### src/rtl/uart_telemetry_pkg.sv
// Shared constants, FSM state type and helpers for the telemetry UART transmitter.
package uart_telemetry_pkg;

    localparam logic [7:0] ASC_COLON = 8'h3A;
    localparam logic [7:0] ASC_COMMA = 8'h2C;
    localparam logic [7:0] ASC_SPACE = 8'h20;
    localparam logic [7:0] ASC_LF    = 8'h0A;
    localparam logic [7:0] ASC_CR    = 8'h0D;
    localparam logic [7:0] ASC_ZERO  = 8'h30;

    typedef enum logic [3:0] {
        S_IDLE,
        S_LOAD,
        S_SEL,
        S_CONV,
        S_TAG,
        S_COLON,
        S_DIGITS,
        S_SEP,
        S_EOL,
        S_DONE
    } tele_state_t;

    // Decimal digit count of the largest w-bit unsigned value, i.e. ceil(log10(2^w)).
    function automatic int unsigned clog10(input int unsigned w);
        longint unsigned v;
        int unsigned     d;
        v = (64'd1 << w) - 64'd1;
        d = 1;
        for (int unsigned i = 0; i < 20; i++) begin
            if (v >= 64'd10) begin
                v = v / 64'd10;
                d++;
            end
        end
        return d;
    endfunction

endpackage

### src/rtl/uart_tx_byte.sv
// 8N1 UART byte serializer: start bit, 8 data bits LSB first, one stop bit.
module uart_tx_byte #(
    parameter int unsigned CLK_FREQ = 100_000_000,
    parameter int unsigned BAUD     = 9600
) (
    input  logic       clk,
    input  logic       reset,
    input  logic       start,
    input  logic [7:0] data,
    output logic       tx,
    output logic       ready
);

    localparam int unsigned DIV   = CLK_FREQ / BAUD;
    localparam int unsigned CNT_W = $clog2(DIV + 1);

    logic             active;
    logic [CNT_W-1:0] baud_cnt;
    logic [3:0]       bit_idx;
    logic [8:0]       shreg;

    assign ready = ~active;

    // Shift out one frame; each bit holds for DIV clocks, line returns to idle high.
    always_ff @(posedge clk) begin
        if (reset) begin
            active   <= 1'b0;
            tx       <= 1'b1;
            baud_cnt <= '0;
            bit_idx  <= '0;
            shreg    <= '1;
        end else if (!active) begin
            if (start) begin
                active   <= 1'b1;
                tx       <= 1'b0;
                shreg    <= {1'b1, data};
                baud_cnt <= '0;
                bit_idx  <= '0;
            end
        end else if (baud_cnt == CNT_W'(DIV - 1)) begin
            baud_cnt <= '0;
            if (bit_idx == 4'd9) begin
                active <= 1'b0;
            end else begin
                tx      <= shreg[0];
                shreg   <= {1'b1, shreg[8:1]};
                bit_idx <= bit_idx + 4'd1;
            end
        end else begin
            baud_cnt <= baud_cnt + 1'b1;
        end
    end

endmodule

### src/rtl/uart_telemetry_tx.sv
// Periodic multi-channel telemetry formatter: "<tag>:<decimal>" per channel over UART 8N1.
module uart_telemetry_tx
    import uart_telemetry_pkg::*;
#(
    parameter int unsigned CLK_FREQ    = 100_000_000,
    parameter int unsigned BAUD        = 9600,
    parameter int unsigned NUM_CH      = 3,
    parameter int unsigned VAL_W       = 10,
    parameter int unsigned PERIOD_CLKS = 100_000_000
) (
    input  logic                    clk,
    input  logic                    reset,
    input  logic                    enable,
    input  logic                    force_send,
    input  logic [NUM_CH-1:0]       ch_mask,
    input  logic [NUM_CH*8-1:0]     ch_tag,
    input  logic [NUM_CH*VAL_W-1:0] ch_value,
    output logic                    tx,
    output logic                    busy,
    output logic                    frame_done,
    output logic                    overrun
);

    localparam int unsigned DIGITS = clog10(VAL_W);
    localparam int unsigned BCD_W  = DIGITS * 4;
    localparam int unsigned CH_W   = (NUM_CH > 1) ? $clog2(NUM_CH) : 1;
    localparam int unsigned PER_W  = $clog2(PERIOD_CLKS + 1);
    localparam int unsigned CONV_W = $clog2(VAL_W + 1);
    localparam int unsigned DIG_W  = $clog2(DIGITS + 1);

    tele_state_t              state;
    logic [PER_W-1:0]         per_cnt;
    logic                     period_tick;
    logic                     trigger;
    logic [NUM_CH-1:0]        pend;
    logic [NUM_CH*8-1:0]      snap_tag;
    logic [NUM_CH*VAL_W-1:0]  snap_value;
    logic [CH_W-1:0]          cur_ch;
    logic [CH_W-1:0]          sel_idx;
    logic                     sel_any;
    logic [BCD_W-1:0]         bcd;
    logic [BCD_W-1:0]         bcd_adj;
    logic [VAL_W-1:0]         bin;
    logic [CONV_W-1:0]        conv_cnt;
    logic [DIG_W-1:0]         dig_idx;
    logic [DIG_W-1:0]         lead;
    logic [3:0]               cur_digit;
    logic                     second;
    logic                     byte_valid;
    logic [7:0]               tx_data;
    logic                     ser_ready;
    logic                     ser_start;

    assign period_tick = enable && (per_cnt == PER_W'(PERIOD_CLKS - 1));
    assign trigger     = period_tick | force_send;
    assign ser_start   = byte_valid & ser_ready;
    assign cur_digit   = bcd[4*dig_idx +: 4];

    // Free-running frame period counter, paused while enable is low.
    always_ff @(posedge clk) begin
        if (reset) begin
            per_cnt <= '0;
        end else if (enable) begin
            per_cnt <= period_tick ? '0 : per_cnt + 1'b1;
        end
    end

    // Lowest-index channel still pending in this frame.
    always_comb begin
        sel_idx = '0;
        sel_any = 1'b0;
        for (int unsigned i = 0; i < NUM_CH; i++) begin
            if (pend[i] && !sel_any) begin
                sel_idx = CH_W'(i);
                sel_any = 1'b1;
            end
        end
    end

    // Double-dabble correction step and leading-zero scan over the BCD register.
    always_comb begin
        bcd_adj = bcd;
        lead    = '0;
        for (int unsigned d = 0; d < DIGITS; d++) begin
            if (bcd[4*d +: 4] >= 4'd5) begin
                bcd_adj[4*d +: 4] = bcd[4*d +: 4] + 4'd3;
            end
            if (d > 0 && bcd[4*d +: 4] != 4'd0) begin
                lead = DIG_W'(d);
            end
        end
    end

    // Frame sequencer; every emit state holds byte_valid until the serializer takes the byte.
    // The final conversion cycle preloads the tag byte so the first start bit is not delayed.
    always_ff @(posedge clk) begin
        if (reset) begin
            state      <= S_IDLE;
            busy       <= 1'b0;
            frame_done <= 1'b0;
            overrun    <= 1'b0;
            pend       <= '0;
            snap_tag   <= '0;
            snap_value <= '0;
            cur_ch     <= '0;
            bcd        <= '0;
            bin        <= '0;
            conv_cnt   <= '0;
            dig_idx    <= '0;
            second     <= 1'b0;
            byte_valid <= 1'b0;
            tx_data    <= '0;
        end else begin
            frame_done <= 1'b0;
            if (trigger && state != S_IDLE) begin
                overrun <= 1'b1;
            end
            case (state)
                S_IDLE: begin
                    if (trigger && ch_mask != '0) begin
                        state <= S_LOAD;
                    end
                end
                S_LOAD: begin
                    pend       <= ch_mask;
                    snap_tag   <= ch_tag;
                    snap_value <= ch_value;
                    busy       <= 1'b1;
                    state      <= S_SEL;
                end
                S_SEL: begin
                    if (!sel_any) begin
                        second <= 1'b0;
                        state  <= S_EOL;
                    end else begin
                        cur_ch        <= sel_idx;
                        pend[sel_idx] <= 1'b0;
                        bcd           <= '0;
                        bin           <= snap_value[VAL_W*sel_idx +: VAL_W];
                        conv_cnt      <= '0;
                        state         <= S_CONV;
                    end
                end
                S_CONV: begin
                    bcd      <= {bcd_adj[BCD_W-2:0], bin[VAL_W-1]};
                    bin      <= bin << 1;
                    conv_cnt <= conv_cnt + 1'b1;
                    if (conv_cnt == CONV_W'(VAL_W - 1)) begin
                        tx_data    <= snap_tag[8*cur_ch +: 8];
                        byte_valid <= 1'b1;
                        state      <= S_TAG;
                    end
                end
                S_TAG: begin
                    if (ser_ready) begin
                        byte_valid <= 1'b0;
                        state      <= S_COLON;
                    end
                end
                S_COLON: begin
                    if (!byte_valid) begin
                        tx_data    <= ASC_COLON;
                        byte_valid <= 1'b1;
                    end else if (ser_ready) begin
                        byte_valid <= 1'b0;
                        dig_idx    <= lead;
                        state      <= S_DIGITS;
                    end
                end
                S_DIGITS: begin
                    if (!byte_valid) begin
                        tx_data    <= ASC_ZERO + {4'h0, cur_digit};
                        byte_valid <= 1'b1;
                    end else if (ser_ready) begin
                        byte_valid <= 1'b0;
                        if (dig_idx == '0) begin
                            second <= 1'b0;
                            state  <= S_SEP;
                        end else begin
                            dig_idx <= dig_idx - 1'b1;
                        end
                    end
                end
                S_SEP: begin
                    if (pend == '0) begin
                        state <= S_EOL;
                    end else if (!byte_valid) begin
                        tx_data    <= second ? ASC_SPACE : ASC_COMMA;
                        byte_valid <= 1'b1;
                    end else if (ser_ready) begin
                        byte_valid <= 1'b0;
                        second     <= ~second;
                        if (second) begin
                            state <= S_SEL;
                        end
                    end
                end
                S_EOL: begin
                    if (!byte_valid) begin
                        tx_data    <= second ? ASC_CR : ASC_LF;
                        byte_valid <= 1'b1;
                    end else if (ser_ready) begin
                        byte_valid <= 1'b0;
                        second     <= ~second;
                        if (second) begin
                            state <= S_DONE;
                        end
                    end
                end
                S_DONE: begin
                    if (ser_ready) begin
                        frame_done <= 1'b1;
                        busy       <= 1'b0;
                        state      <= S_IDLE;
                    end
                end
                default: state <= S_IDLE;
            endcase
        end
    end

    uart_tx_byte #(
        .CLK_FREQ (CLK_FREQ),
        .BAUD     (BAUD)
    ) u_ser (
        .clk   (clk),
        .reset (reset),
        .start (ser_start),
        .data  (tx_data),
        .tx    (tx),
        .ready (ser_ready)
    );

endmodule

### config.mk
export PLATFORM = sky130hd
export DESIGN_NAME = uart_telemetry_tx
export DESIGN_NICKNAME = d
export VERILOG_FILES = /design/src/rtl/uart_telemetry_pkg.sv /design/src/rtl/uart_tx_byte.sv /design/src/rtl/uart_telemetry_tx.sv
export SDC_FILE = /design/constraint.sdc
export NUM_CORES = 1
export LEC_CHECK = 0
export BUFFER_PORTS_ARGS = -buffer_cell sky130_fd_sc_hd__buf_2
export CAP_MARGIN = 5
export CORE_AREA = 10 10 155 121
export DETAILED_ROUTE_END_ITERATION = 10
export DIE_AREA = 0 0 165 131
export GPL_TIMING_DRIVEN = 0
export MAX_ROUTING_LAYER = met4
export PLACE_DENSITY = 0.67
export SYNTH_ARGS = -nofsm -noshare
export SYNTH_HDL_FRONTEND = slang
export SYNTH_HIERARCHICAL = 1
export SYNTH_SLANG_ARGS = --single-unit
### constraint.sdc
create_clock -name clk -period 2.3 [get_ports clk]
set_input_delay 0.345 -clock clk [delete_from_list [all_inputs] [get_ports clk]]
set_output_delay 0.345 -clock clk [all_outputs]
set_load 0.05 [all_outputs]
# Yosys cells after proc, flatten, opt, wreduce, memory -nomap -nowiden
# Index checks and enable logic that the tools add are counted.
# word_totals
elab_cells	213
out_inout_bits	4
regBits	165
# op_classes
bitwise	7
n_reduce_logical	36
add_sub_neg	10
n_eq_ne	38
multipliers	1
n_mux	91
shift	3
magnitude_cmp	6
# op_table
op	count
$mux 4	26
$mux 8	6
$ne 2x2->1 const B	22
$mux 14	3
$pmux 4 s10	1
$pmux 8 s5	1
$mux 9	4
$pmux 16 s2	1
$mux 3	10
$shiftx 30x7->10	1
$add 27x1->27 const B	1
$eq 27x27->1 const B	1
$mux 1	27
$mux 27	1
$reduce_bool 4->1	6
$shiftx 24x6->8	1
$pmux 10 s2	1
$eq 4x3->1 const B	4
$eq 4x4->1 const B	4
$ge 4x3->1 const B	4
$mux 16	1
$shiftx 16x6->4	1
$reduce_and 15->1	1
$add 14x1->14 const B	1
38 further kinds	63

# Logic depth before layout (Yosys ltp)
# Gate-level depths: netlist of run 1.
# depth
depth_word	15
ltp_mapped	10

# By module
# The synthesis of run 1 kept the hierarchy.
# by_module_without_submodules
mod	instances	cells_per_inst	area_per_inst_um2	seq_area_each_um2
uart_telemetry_tx	1	843	6583.8	2722.6
uart_tx_byte	1	175	1465.2	560.5

# Worst setup path before layout of run 1
# Ideal clock, no wire load.
# synth_path
path_type	register -> register
startpoint	reg u_ser.active
endpoint	reg u_ser.bit_idx[1]
setup_slack_ns	0.191
required_ns	2.199
arrival_ns	2.008
path_stages_with_launch	11
n_path_buf	3
setup_ns	0.101
path_cell_list	dfxtp_1 -> clkbuf_1 -> inv_1 -> clkbuf_1 -> nand2_1 -> inv_1 -> nor2_1 -> nor2b_1 -> clkbuf_1 -> nand2_1 -> o41ai_1
# synth_via
elab_chain_cells	4
# synth_lines
element	line_no	source
start: declaration	uart_tx_byte.sv:17	logic active;
start signal: assignment	uart_tx_byte.sv:27	active <= 1'b0;
start signal: assignment	uart_tx_byte.sv:34	active <= 1'b1;
start signal: assignment	uart_tx_byte.sv:43	active <= 1'b0;
$not 1->1	uart_tx_byte.sv:22	assign ready = ~active;
net ser_ready	uart_telemetry_tx.sv:51	logic ser_ready;
$and 1x1->1	uart_telemetry_tx.sv:56	assign ser_start = byte_valid & ser_ready;
net ser_start	uart_telemetry_tx.sv:52	logic ser_start;
$reduce_bool 2->1 (no line)	--	
$reduce_and 3->1 (no line)	--	
end signal: assignment	uart_tx_byte.sv:47	bit_idx <= bit_idx + 4'd1;
end: declaration	uart_tx_byte.sv:19	logic [3:0] bit_idx;
# The timed path passes the listed nets, and every way through them passes these cells.
# A chain may end at the register's enable or synchronous reset.

# Worst setup path in the final report of run 1
# layout_path
startpoint	reg u_ser.baud_cnt[10]
endpoint	reg u_ser.shreg[4]
# layout_via
elab_chain_cells	3
# layout_lines
element	line_no	source
start: declaration	uart_tx_byte.sv:18	logic [CNT_W-1:0] baud_cnt;
start signal: assignment	uart_tx_byte.sv:50	baud_cnt <= baud_cnt + 1'b1;
$eq 14x14->1	uart_tx_byte.sv:40	end else if (baud_cnt == CNT_W'(DIV - 1)) begin
$ne 2x2->1 (no line)	--	
$reduce_and 3->1 (no line)	--	
end signal: assignment	uart_tx_byte.sv:36	shreg <= {1'b1, data};
end signal: assignment	uart_tx_byte.sv:46	shreg <= {1'b1, shreg[8:1]};
end: declaration	uart_tx_byte.sv:20	logic [8:0] shreg;
# No other way between the ends.

==> results.md, run 1 <==
* Outcome: finished, final reports clean
* CP Launch Type: flop
* Worst-margin pin slew at 0.7414 ns
* Pre-CTS setup slack at -0.5207 ns
* Number of top-level pins at 65
* Post-synth ARST share at 0%
* TritonCTS clock tree: done
* Post-synth EDFFs at 0
* Max cap viols at 0
* Clock slew seen by the registers of the worst setup and hold paths at 0.07 ns
* Setup crit end kind: flop
* Yosys warnings at 6
* Vias in the first global route at 6877
* Site Rows at 40
* CTS HTree Levels at 4
* Area occupied by multi-input gates at 4466 sq um
* Max-slew headroom at 50.57%
* Vias after detailed routing at 7558
* Critical path class: flop to flop
* Remaining DRCs at 0
* Slew Limit Fails at 0
* Mapped Area at 8049 sq um
* Floorplan core area at 15720 sq um
* Clock tree buffer depth at 2
* Final worst slack at 0.04475 ns
* Ys flop type: dfxtp_1
* Fin crit period at 2.255 ns
* Clock Skew at 0.01070 ns
* First-pass GRT wire length at 35220 um
* RSZ-0062 raised after global routing: true
* Fill cells at 1506
* Reg area at 3284 sq um
* Hold_buf cts at 0
* Area Overhead vs Synth at 15.76%
* Cell Pwr Density at 922.4 nW/um^2
* CP Max Fanout at 10
* Crit share post-route at 98.05%
* Critical path data arrival time at 2.53 ns
* Clk sinks at 164
* Initial antenna violation count at 0
* Most frequent cell after synthesis: nand2_1
* Pre-Repair DR Iteration Count at 5
* GRT Overall Usage at 20.65%
* Ratio of cells with drive above 1 in the final layout at 13.84%
* Fmax at 443.4 MHz
* Peak supply drop at 0.5612 mV
* Routed Antenna Nets at 0
* GRT overflow at 0
* Die W at 165 um
* CTS buffer count at 17
* Root buf cell: clkbuf_16
* Initial Utilization at 51.22%
* Commonest cells post-synth: 172 x nand2_1, 164 x dfxtp_1, 134 x a21oi_1, 82 x nor2_1, 47 x o21ai_0
* Number of diodes at 0
* Hold Vio Cnt, Final at 0
* Routed WL at 21740 um
* Routed len/inst at 16.43 um
* Post-Syn Instances at 1018
* Synth top area cells: dfxtp_1 41%, a21oi_1 8.3%, nand2_1 8.0%
* Yosys top cell area share at 40.79%
* Post-route setup TNS at 0 ns
* Clock latency on the worst-skew pair at 0.43 ns
* Synth Area per Inst at 7.907 sq um
* Yosys reg bits at 164
* Synth cell types at 65
* Leakage power at 3.322 nW
* Initial DRC count at 616
* Count of final setup violators at 0
* Data required time at the worst endpoint at 2.58 ns
* Die height at 131 um
* Vias/cell at 5.713
* Largest net degree at the start of global routing at 17
* Post-DP HPWL at 15350 um
* Worst hold path class: input pin to flop
* Buffers on Ports at 64
* Routability cong. at 0.9309
* Yosys top cell by area: dfxtp_1
* Seq/Total Area, Yosys at 40.79%
* # nets final at 1179
* Net Count, Synth at 1097
* Die Area at 21620 sq um
-- cells in the final DEF (no fill, tap or decap), drive strengths merged, types with 17 or more instances in the layout --
cell type  instances
nand4             17
inv               33
clkbuf            60
nand2            172
nand3             30
a21oi            134
xor2              20
dfxtp            164
buf               91
nor2              82
ha                18
o21ai             48
nor3              20
-- logic make-up after synthesis --
| logic type | Yosys count | synth area share (%) |
|---|---|---|
| AOI/OAI and AO/OA | 266 | 19.63 |
| muxes | 20 | 3.124 |
| xor gates and xnor gates | 32 | 3.482 |
| adders and majority gates | 18 | 2.798 |
| DFF | 164 | 40.79 |
| buffers and inverters | 100 | 5.083 |
| and+or+nand+nor | 418 | 25.09 |
-- final cells by class --
cell class	count	share of cell area (%)
Timing Repair Buffer	65	3.518
Inverter	30	1.235
Multi-Input combinational cell	754	47.93
Sequential cell	164	35.25
Clock buffer	18	4.606
Tap cell	210	2.820
Buffer	68	3.263
Clock inverter	14	1.383
-- power by group --
| group | internal (mW) | leakage (nW) | total [mW] | switching (mW) |
|---|---|---|---|---|
| logic | 0.794 | 1.73 | 2.39 | 1.60 |
| registers | 3.24 | 1.33 | 3.48 | 0.232 |
| clock network | 1.50 | 0.261 | 2.73 | 1.23 |
-- layer usage --
layer	wire length (um)	global-route usage [%]	vias up
li1	-	-	3770
met1	10630	28.70	3523
met2	9575	29.82	242
met3	1247	3.626	23
met4	289	6.601	0
met5	0	-	-
-- metrics by stage --
step	hold slack (ns)	power [mW]	instances	area (sq um)	utilization, %
final	0.1421	8.595	1323	9318	59.29
after global routing	0.1345	9.072	1323	9318	59.29
after CTS	0.1306	8.496	1324	9218	58.65
after detailed placement	0.4362	5.755	1292	8632	54.93
after global placement	0.4338	5.733	1292	8632	54.93
after floorplan	0.4293	5.086	1018	8049	-
-- worst paths after layout --
path / start / to / slack, ns / cells past startpoint
min reg2reg: overrun$_SDFFE_PP0P_ / overrun$_SDFFE_PP0P_ / 0.45 / 2
min: ch_value[2] / snap_value[2]$_SDFFE_PP0P_ / 0.14 / 3
max: u_ser/baud_cnt[10]$_SDFFE_PP0P_ / u_ser/shreg[4]$_SDFFE_PP1P_ / 0.04 / 5
max reg2reg: u_ser/baud_cnt[10]$_SDFFE_PP0P_ / u_ser/shreg[4]$_SDFFE_PP1P_ / 0.04 / 5
-- critical path, stage by stage (launching register included) --
cell and delay [ns]:
dfxtp_1 0.36, or4b_4 0.56, o41a_1 0.47, buf_4 0.21
a2111oi_2 0.35, o21ai_0 0.14
-- registers in the layout, indices dropped and copies added, names as in the netlist, 8 cells and up --
| signal | count |
|---|---|
| bcd | 16 |
| u_ser/baud_cnt | 14 |
| tx_data | 8 |
| per_cnt | 27 |
| bin | 10 |
| snap_tag | 24 |
| u_ser/shreg | 8 |
| snap_value | 30 |
-- what timing repair did --
action / 4_1_cts / 5_1_grt
endpoints found under the setup margin: 53 / 61
resized for setup: 12 / 30
buffers inserted: 0 / 1
gates cloned: 0 / 0
Power figures use the tool's default switching activity.
==> run 2: changes to the inputs <==
--- a/config.mk
+++ b/config.mk
@@ -7,12 +7,13 @@
 export LEC_CHECK = 0
 export BUFFER_PORTS_ARGS = -buffer_cell sky130_fd_sc_hd__buf_2
 export CAP_MARGIN = 5
-export CORE_AREA = 10 10 155 121
+export CORE_AREA = 10 10 187 145
 export DETAILED_ROUTE_END_ITERATION = 10
-export DIE_AREA = 0 0 165 131
+export DIE_AREA = 0 0 197 155
 export GPL_TIMING_DRIVEN = 0
 export MAX_ROUTING_LAYER = met4
-export PLACE_DENSITY = 0.67
+export PLACE_DENSITY = 0.48
+export REMOVE_ABC_BUFFERS = 1
 export SYNTH_ARGS = -nofsm -noshare
 export SYNTH_HDL_FRONTEND = slang
 export SYNTH_HIERARCHICAL = 1
==> results.md, run 2 (synthesis gave the netlist of run 1 again) <==
* Root buf cell: clkbuf_16
* Final instance area at 9383 sq um (+0.70%)
* Clock slew seen by the registers of the worst setup and hold paths at 0.08 ns (about the same)
* CP peak stage delay at 0.62 ns (+0.06 ns)
* Buf/Inv on CP at 0 (-1)
* CP Launch Type: flop
* TritonCTS clock tree: done
* CTS buffer count at 17 (unchanged)
* Hold_buf cts at 0 (unchanged)
* Commonest cells after routing, fill and taps aside: 171 x nand2_1, 153 x dfxtp_1, 134 x a21oi_1
* Max cap viols at 0 (unchanged)
* Count of final setup violators at 0 (unchanged)
* Vias after detailed routing at 7185 (-4.9%)
* Max FFs per register at 30 (unchanged)
* Initial DRC count at 570 (-7.5%)
* Post-DP HPWL at 14650 um (-4.6%)
* Floorplan core area at 23540 sq um (+50%)
* Clock latency on the worst-skew pair at 0.44 ns (about the same)
* Initial antenna violation count at 0 (unchanged)
* Number of diodes at 0 (unchanged)
* Commonest non-fill, non-tap cell in the layout: nand2_1
* Placed instance area at 8579 sq um (-0.61%)
* Clk sinks at 164 (unchanged)
* Vias in the first global route at 6629 (-3.6%)
* Setup crit end kind: flop
* Crit share post-route at 98.54% (+0.49 points)
* Leakage power at 3.272 nW (-1.5%)
* Die W at 197 um (+19%)
* Routed WL at 21910 um (+0.80%)
* GRT overflow at 0 (unchanged)
* Routed len/inst at 16.08 um (-2.2%)
* Net switching power at 3.145 mW (+2.8%)
* Critical path data arrival time at 2.64 ns (+0.11 ns)
* RSZ-0062 raised after global routing: true
* Largest net degree at the start of global routing at 86 (+69)
* # nets final at 1123 (-4.7%)
* Max-slew headroom at 48.45% (-2.1 points)
* Peak supply drop at 0.5485 mV (-2.3%)
* Ratio of cells with drive above 1 in the final layout at 14.57% (+0.73 points)
* Die Area at 30540 sq um (+41%)
* CP cell instances: or4b_4 > o41a_4 > or4_1 > a21oi_1
* Largest registers: snap_value: 30 flops, per_cnt: 27 flops, snap_tag: 24 flops
* Routability cong. at 0.7840 (-16%)
* Worst Setup SP: u_ser/baud_cnt[9]$_SDFFE_PP0P_
* DP Cell Count at 1324 (+2.5%)
* Worst hold path class: input pin to flop
* Initial Utilization at 34.19% (-17 points)
* Switching share of power at 36.43% (+0.83 points)
* Outcome: finished, final reports clean
* Routed Antenna Nets at 0 (unchanged)
* Clock tree buffer depth at 2 (unchanged)
* Final hold slack at 0.1338 ns (-0.008281 ns)
* Fmax at 441.2 MHz (-0.50%)
* Slew Limit Fails at 0 (unchanged)
* Reg2reg start: u_ser/baud_cnt[9]$_SDFFE_PP0P_
* Die height at 155 um (+18%)
* Post-route setup TNS at 0 ns (unchanged)
* CP Max Fanout at 22 (+12)
* Remaining DRCs at 0 (unchanged)
* Buffers on Ports at 64 (unchanged)
* Pint at 5.488 mW (-0.85%)
* CTS HTree Levels at 4 (unchanged)
* Fin cells at 1363 (+3.0%)
* GRT Overall Usage at 14.71% (-5.9 points)
* Worst-margin pin slew at 0.7662 ns (+0.02481 ns)
* Combinational power share at 24.6% (-3.2 points)
* Pre-Repair DR Iteration Count at 6 (+1)
* Site Rows at 49 (+23%)
* Critical path class: flop to flop
* Clock power share at 32.7% (+0.9 points)
* Area Overhead vs Synth at 16.57%
* Hold Vio Cnt, Final at 0 (unchanged)
* Fin crit period at 2.267 ns (+0.01126 ns)
* Data required time at the worst endpoint at 2.68 ns (+0.10 ns)
* Number of top-level pins at 65 (unchanged)
* Share of power burned in registers at 42.6% (+2.2 points)
* Total power at 8.633 mW (+0.44%)
* Largest Register: snap_value
* Slowest cell on the critical path: o41a_4
* First-pass GRT wire length at 35950 um (+2.1%)
* Cell family with most CP delay: simple AND/OR/NAND/NOR gates
* Clock Skew at 0.01597 ns (+0.005273 ns)
* Worst hold start: ch_value[17]
* Cell Pwr Density at 920.0 nW/um^2 (-0.25%)
* Vias/cell at 5.271 (-7.7%)
## run 2: changes by cell type in the layout (fill, tap and decap cells not counted), moves of 3 or more
cell / change
clkbuf_1: -40
buf_2: -19
dfxtp_1: -10
dfxtp_2: +6
a2111oi_2: -5
a2111oi_1: +4
clkinv_8: +4
dfxtp_4: +4
o21ai_1: -4
buf_1: -3
buf_6: +3
clkbuf_2: -3
clkinv_2: -3
## run 2: tightest hold or removal path, stage by stage
cell and delay, ns:
buf_2 0.10, nand2_1 0.04, a21oi_1 0.05
## run 2: stage by stage
| stage | utilization, % | worst slack [ns] |
|---|---|---|
| floorplan | - | -1.698 |
| global placement | 35.92 | -4.240 |
| detailed placement | 36.44 | -1.327 |
| CTS | 39.54 | 0.01136 |
| global route | 39.85 | -0.04756 |
| finish | 39.85 | 0.03349 |
## run 2: worst paths after layout
| check | depth (start not counted) | slack, ns | end |
|---|---|---|---|
| min reg2reg | 2 | 0.45 | overrun$_SDFFE_PP0P_ |
| max reg2reg | 4 | 0.03 | u_ser/bit_idx[0]$_SDFFE_PP0P_ |
| min | 3 | 0.13 | snap_value[17]$_SDFFE_PP0P_ |
| max | 4 | 0.03 | u_ser/bit_idx[0]$_SDFFE_PP0P_ |
## run 2: timing repair
action | CTS | global route
pin swaps | 3 | 1
resized for setup | 29 | 17
setup buffers | 5 | 1
cloned | 0 | 1
endpoints found under the setup margin | 121 | 69
## run 2: power by group through the flow
stage	registers (mW)	clock network [mW]	logic, mW
floorplan	3.64	0	1.29
global placement	3.53	0	1.89
detailed placement	3.71	0	2.01
CTS	3.66	2.91	2.10
global route	3.75	3.03	2.39
finish	3.68	2.83	2.13
## run 2: final cells by class
class,instances,area [sq um]
Clock buffer,17,425.4
Clock inverter,15,166.4
Fill cell,2430,14160
Inverter,30,116.4
Multi-Input combinational cell,755,4504
Sequential cell,164,3307
Tap cell,306,382.9
Timing Repair Buffer,76,480.5
## run 2: layer usage
layer | track usage [%] | up-vias | share of wire [%]
li1 | - | 3650 | -
met3 | 3.039 | 17 | 4.4
met2 | 18.59 | 146 | 39
met5 | - | - | 0
met4 | 3.909 | 0 | 0.90
met1 | 22.47 | 3372 | 56
==> run 3: changes to the inputs <==
--- a/config.mk
+++ b/config.mk
@@ -7,12 +7,12 @@
 export LEC_CHECK = 0
 export BUFFER_PORTS_ARGS = -buffer_cell sky130_fd_sc_hd__buf_2
 export CAP_MARGIN = 5
-export CORE_AREA = 10 10 187 145
+export CORE_AREA = 10 10 175 136
 export DETAILED_ROUTE_END_ITERATION = 10
-export DIE_AREA = 0 0 197 155
+export DIE_AREA = 0 0 185 146
 export GPL_TIMING_DRIVEN = 0
 export MAX_ROUTING_LAYER = met4
-export PLACE_DENSITY = 0.48
+export PLACE_DENSITY = 0.54
 export REMOVE_ABC_BUFFERS = 1
 export SYNTH_ARGS = -nofsm -noshare
 export SYNTH_HDL_FRONTEND = slang
==> results.md, run 3 (synthesis gave the netlist of run 1 again) <==
* Final instance area at 9293 sq um (-0.96%)
* Routed WL at 20760 um (-5.2%)
* CTS HTree Levels at 4 (unchanged)
* Routability cong. at 0.8315 (+6.1%)
* Commonest non-fill, non-tap cell in the layout: nand2_1
* Setup crit end kind: flop
* Pre-Repair DR Iteration Count at 5 (-1)
* Setup slack, reg-to-reg at -0.01 ns (-0.04 ns)
* Initial antenna violation count at 0 (unchanged)
* Clock Skew at 0.01639 ns (+0.0004179 ns)
* Worst hold path class: input pin to flop
* Max cap viols at 0 (unchanged)
* # nets final at 1119 (-0.36%)
* Initial DRC count at 576 (+1.1%)
* Die W at 185 um (-6.1%)
* Clk sinks at 164 (unchanged)
* Worst-margin pin slew at 0.9008 ns (+0.1346 ns)
* Clock slew seen by the registers of the worst setup and hold paths at 0.07 ns (about the same)
* Fmax at 432.8 MHz (-1.9%)
* Peak supply drop at 0.4727 mV (-14%)
* Reg2reg start: u_ser/baud_cnt[9]$_SDFFE_PP0P_
* Worst Setup EP: u_ser/bit_idx[0]$_SDFFE_PP0P_
* Hold Vio Cnt, Final at 0 (unchanged)
* GRT overflow at 0 (unchanged)
* Vias in the first global route at 6445 (-2.8%)
* Critical path data arrival time at 2.67 ns (+0.03 ns)
* Routed len/inst at 15.77 um (-1.9%)
* Ratio of cells with drive above 1 in the final layout at 13.87% (-0.70 points)
* Initial Utilization at 39.06% (+4.9 points)
* Buffers on Ports at 64 (unchanged)
* Final worst slack at -0.01078 ns (-0.04426 ns)
* Vias after detailed routing at 7095 (-1.3%)
* Largest Register: snap_value
* Violated checks: negative setup slack
* Max-slew headroom at 39.87% (-8.6 points)
* Reg2reg end: u_ser/bit_idx[0]$_SDFFE_PP0P_
* Placed instance area at 8527 sq um (-0.61%)
* Fin crit period at 2.311 ns (+0.04426 ns)
* Post-route setup TNS at -0.01078 ns (-0.01078 ns)
* Worst Setup SP: u_ser/baud_cnt[9]$_SDFFE_PP0P_
* Max FFs per register at 30 (unchanged)
* Clock tree buffer depth at 2 (unchanged)
* Post-DP HPWL at 13670 um (-6.7%)
* Outcome: finished with violations
* TritonCTS clock tree: done
* CTS buffer count at 17 (unchanged)
* Remaining DRCs at 0 (unchanged)
* GRT Overall Usage at 15.51% (+0.79 points)
* Pre-CTS setup slack at -1.272 ns (+0.05494 ns)
* Commonest cells after routing, fill and taps aside: 171 x nand2_1, 158 x dfxtp_1, 134 x a21oi_1
* Floorplan core area at 20600 sq um (-12%)
* Data required time at the worst endpoint at 2.66 ns (-0.02 ns)
* Vias/cell at 5.387 (+2.2%)
* Cell Pwr Density at 936.5 nW/um^2 (+1.8%)
* RSZ-0062 raised after global routing: true
* Number of diodes at 0 (unchanged)
* Routed Antenna Nets at 0 (unchanged)
* Slew Limit Fails at 0 (unchanged)
* Clock latency on the worst-skew pair at 0.44 ns (about the same)
* First-pass GRT wire length at 33780 um (-6.0%)
* Root buf cell: clkbuf_16
* Crit share post-route at 100.5% (+1.9 points)
* Area Overhead vs Synth at 15.45%
* Leakage power at 3.234 nW (-1.2%)
* Die height at 146 um (-5.8%)
* Largest registers: snap_value: 30 flops, per_cnt: 27 flops, snap_tag: 24 flops
* Critical path class: flop to flop
* Number of top-level pins at 65 (unchanged)
* Worst Reg-to-Reg Cells at 4 (unchanged)
* CP Launch Type: flop
* CP Max Fanout at 22 (unchanged)
* Largest net degree at the start of global routing at 71 (-17%)
* Site Rows at 46 (-6.1%)
* Die Area at 27010 sq um (-12%)
* Count of final setup violators at 1 (+1)
* Hold_buf cts at 0 (unchanged)
## run 3: power breakdown
part | switching, mW | total [mW] | leakage, nW | internal (mW)
clock | 1.28 | 2.91 | 0.290 | 1.63
combinational | 1.33 | 2.11 | 1.61 | 0.779
sequential | 0.431 | 3.68 | 1.33 | 3.25
## run 3: final cells by class
class	count	area [sq um]
Timing Repair Buffer	72	459.2
Tap cell	264	330.3
Clock inverter	15	171.4
Clock buffer	17	425.4
Fill cell	2059	11310
Inverter	30	116.4
Sequential cell	164	3298
Multi-Input combinational cell	755	4492
## run 3: worst min-delay path by stage
stage / slack (ns) / startpoint / cells after the start / to
floorplan: 0.41 / reset / 1 / bcd[0]$_SDFFE_PP0P_
global placement: 0.44 / overrun$_SDFFE_PP0P_ / 2 / overrun$_SDFFE_PP0P_
detailed placement: 0.44 / overrun$_SDFFE_PP0P_ / 2 / overrun$_SDFFE_PP0P_
CTS: 0.12 / ch_value[23] / 3 / snap_value[23]$_SDFFE_PP0P_
global route: 0.13 / ch_tag[4] / 3 / snap_tag[4]$_SDFFE_PP0P_
finish: 0.14 / ch_value[27] / 3 / snap_value[27]$_SDFFE_PP0P_
## run 3: repair_timing
action	CTS	global route
gates cloned	0	1
pin swaps	2	0
setup buffers	2	0
resized for setup	23	17
setup endpoints to repair	106	73
## run 3: through the flow
stage | util [%] | total power, mW | hold WS [ns] | instances
5_1_grt | 45.10 | 9.206 | 0.1321 | 1317
2_1_floorplan | - | 4.931 | 0.4141 | 948
3_3_place_gp | 40.78 | 5.409 | 0.4354 | 1276
4_1_cts | 44.75 | 8.709 | 0.1224 | 1316
3_5_place_dp | 41.38 | 5.698 | 0.4422 | 1282
6_report | 45.10 | 8.703 | 0.1377 | 1317
## run 3: worst max-delay path: stages, from the launching register on
cell and delay [ns]:
dfxtp_1 0.35, or4b_4 0.59, o41a_4 0.63, or4_1 0.51, a21oi_1 0.15
## run 3: routing by layer
layer / share of wire [%] / vias up / global-route usage, %
met5: 0 / - / -
met4: 1.1 / 0 / 4.947
met2: 39 / 124 / 20.32
met1: 56 / 3296 / 22.93
li1: - / 3656 / -
met3: 4.0 / 19 / 2.969
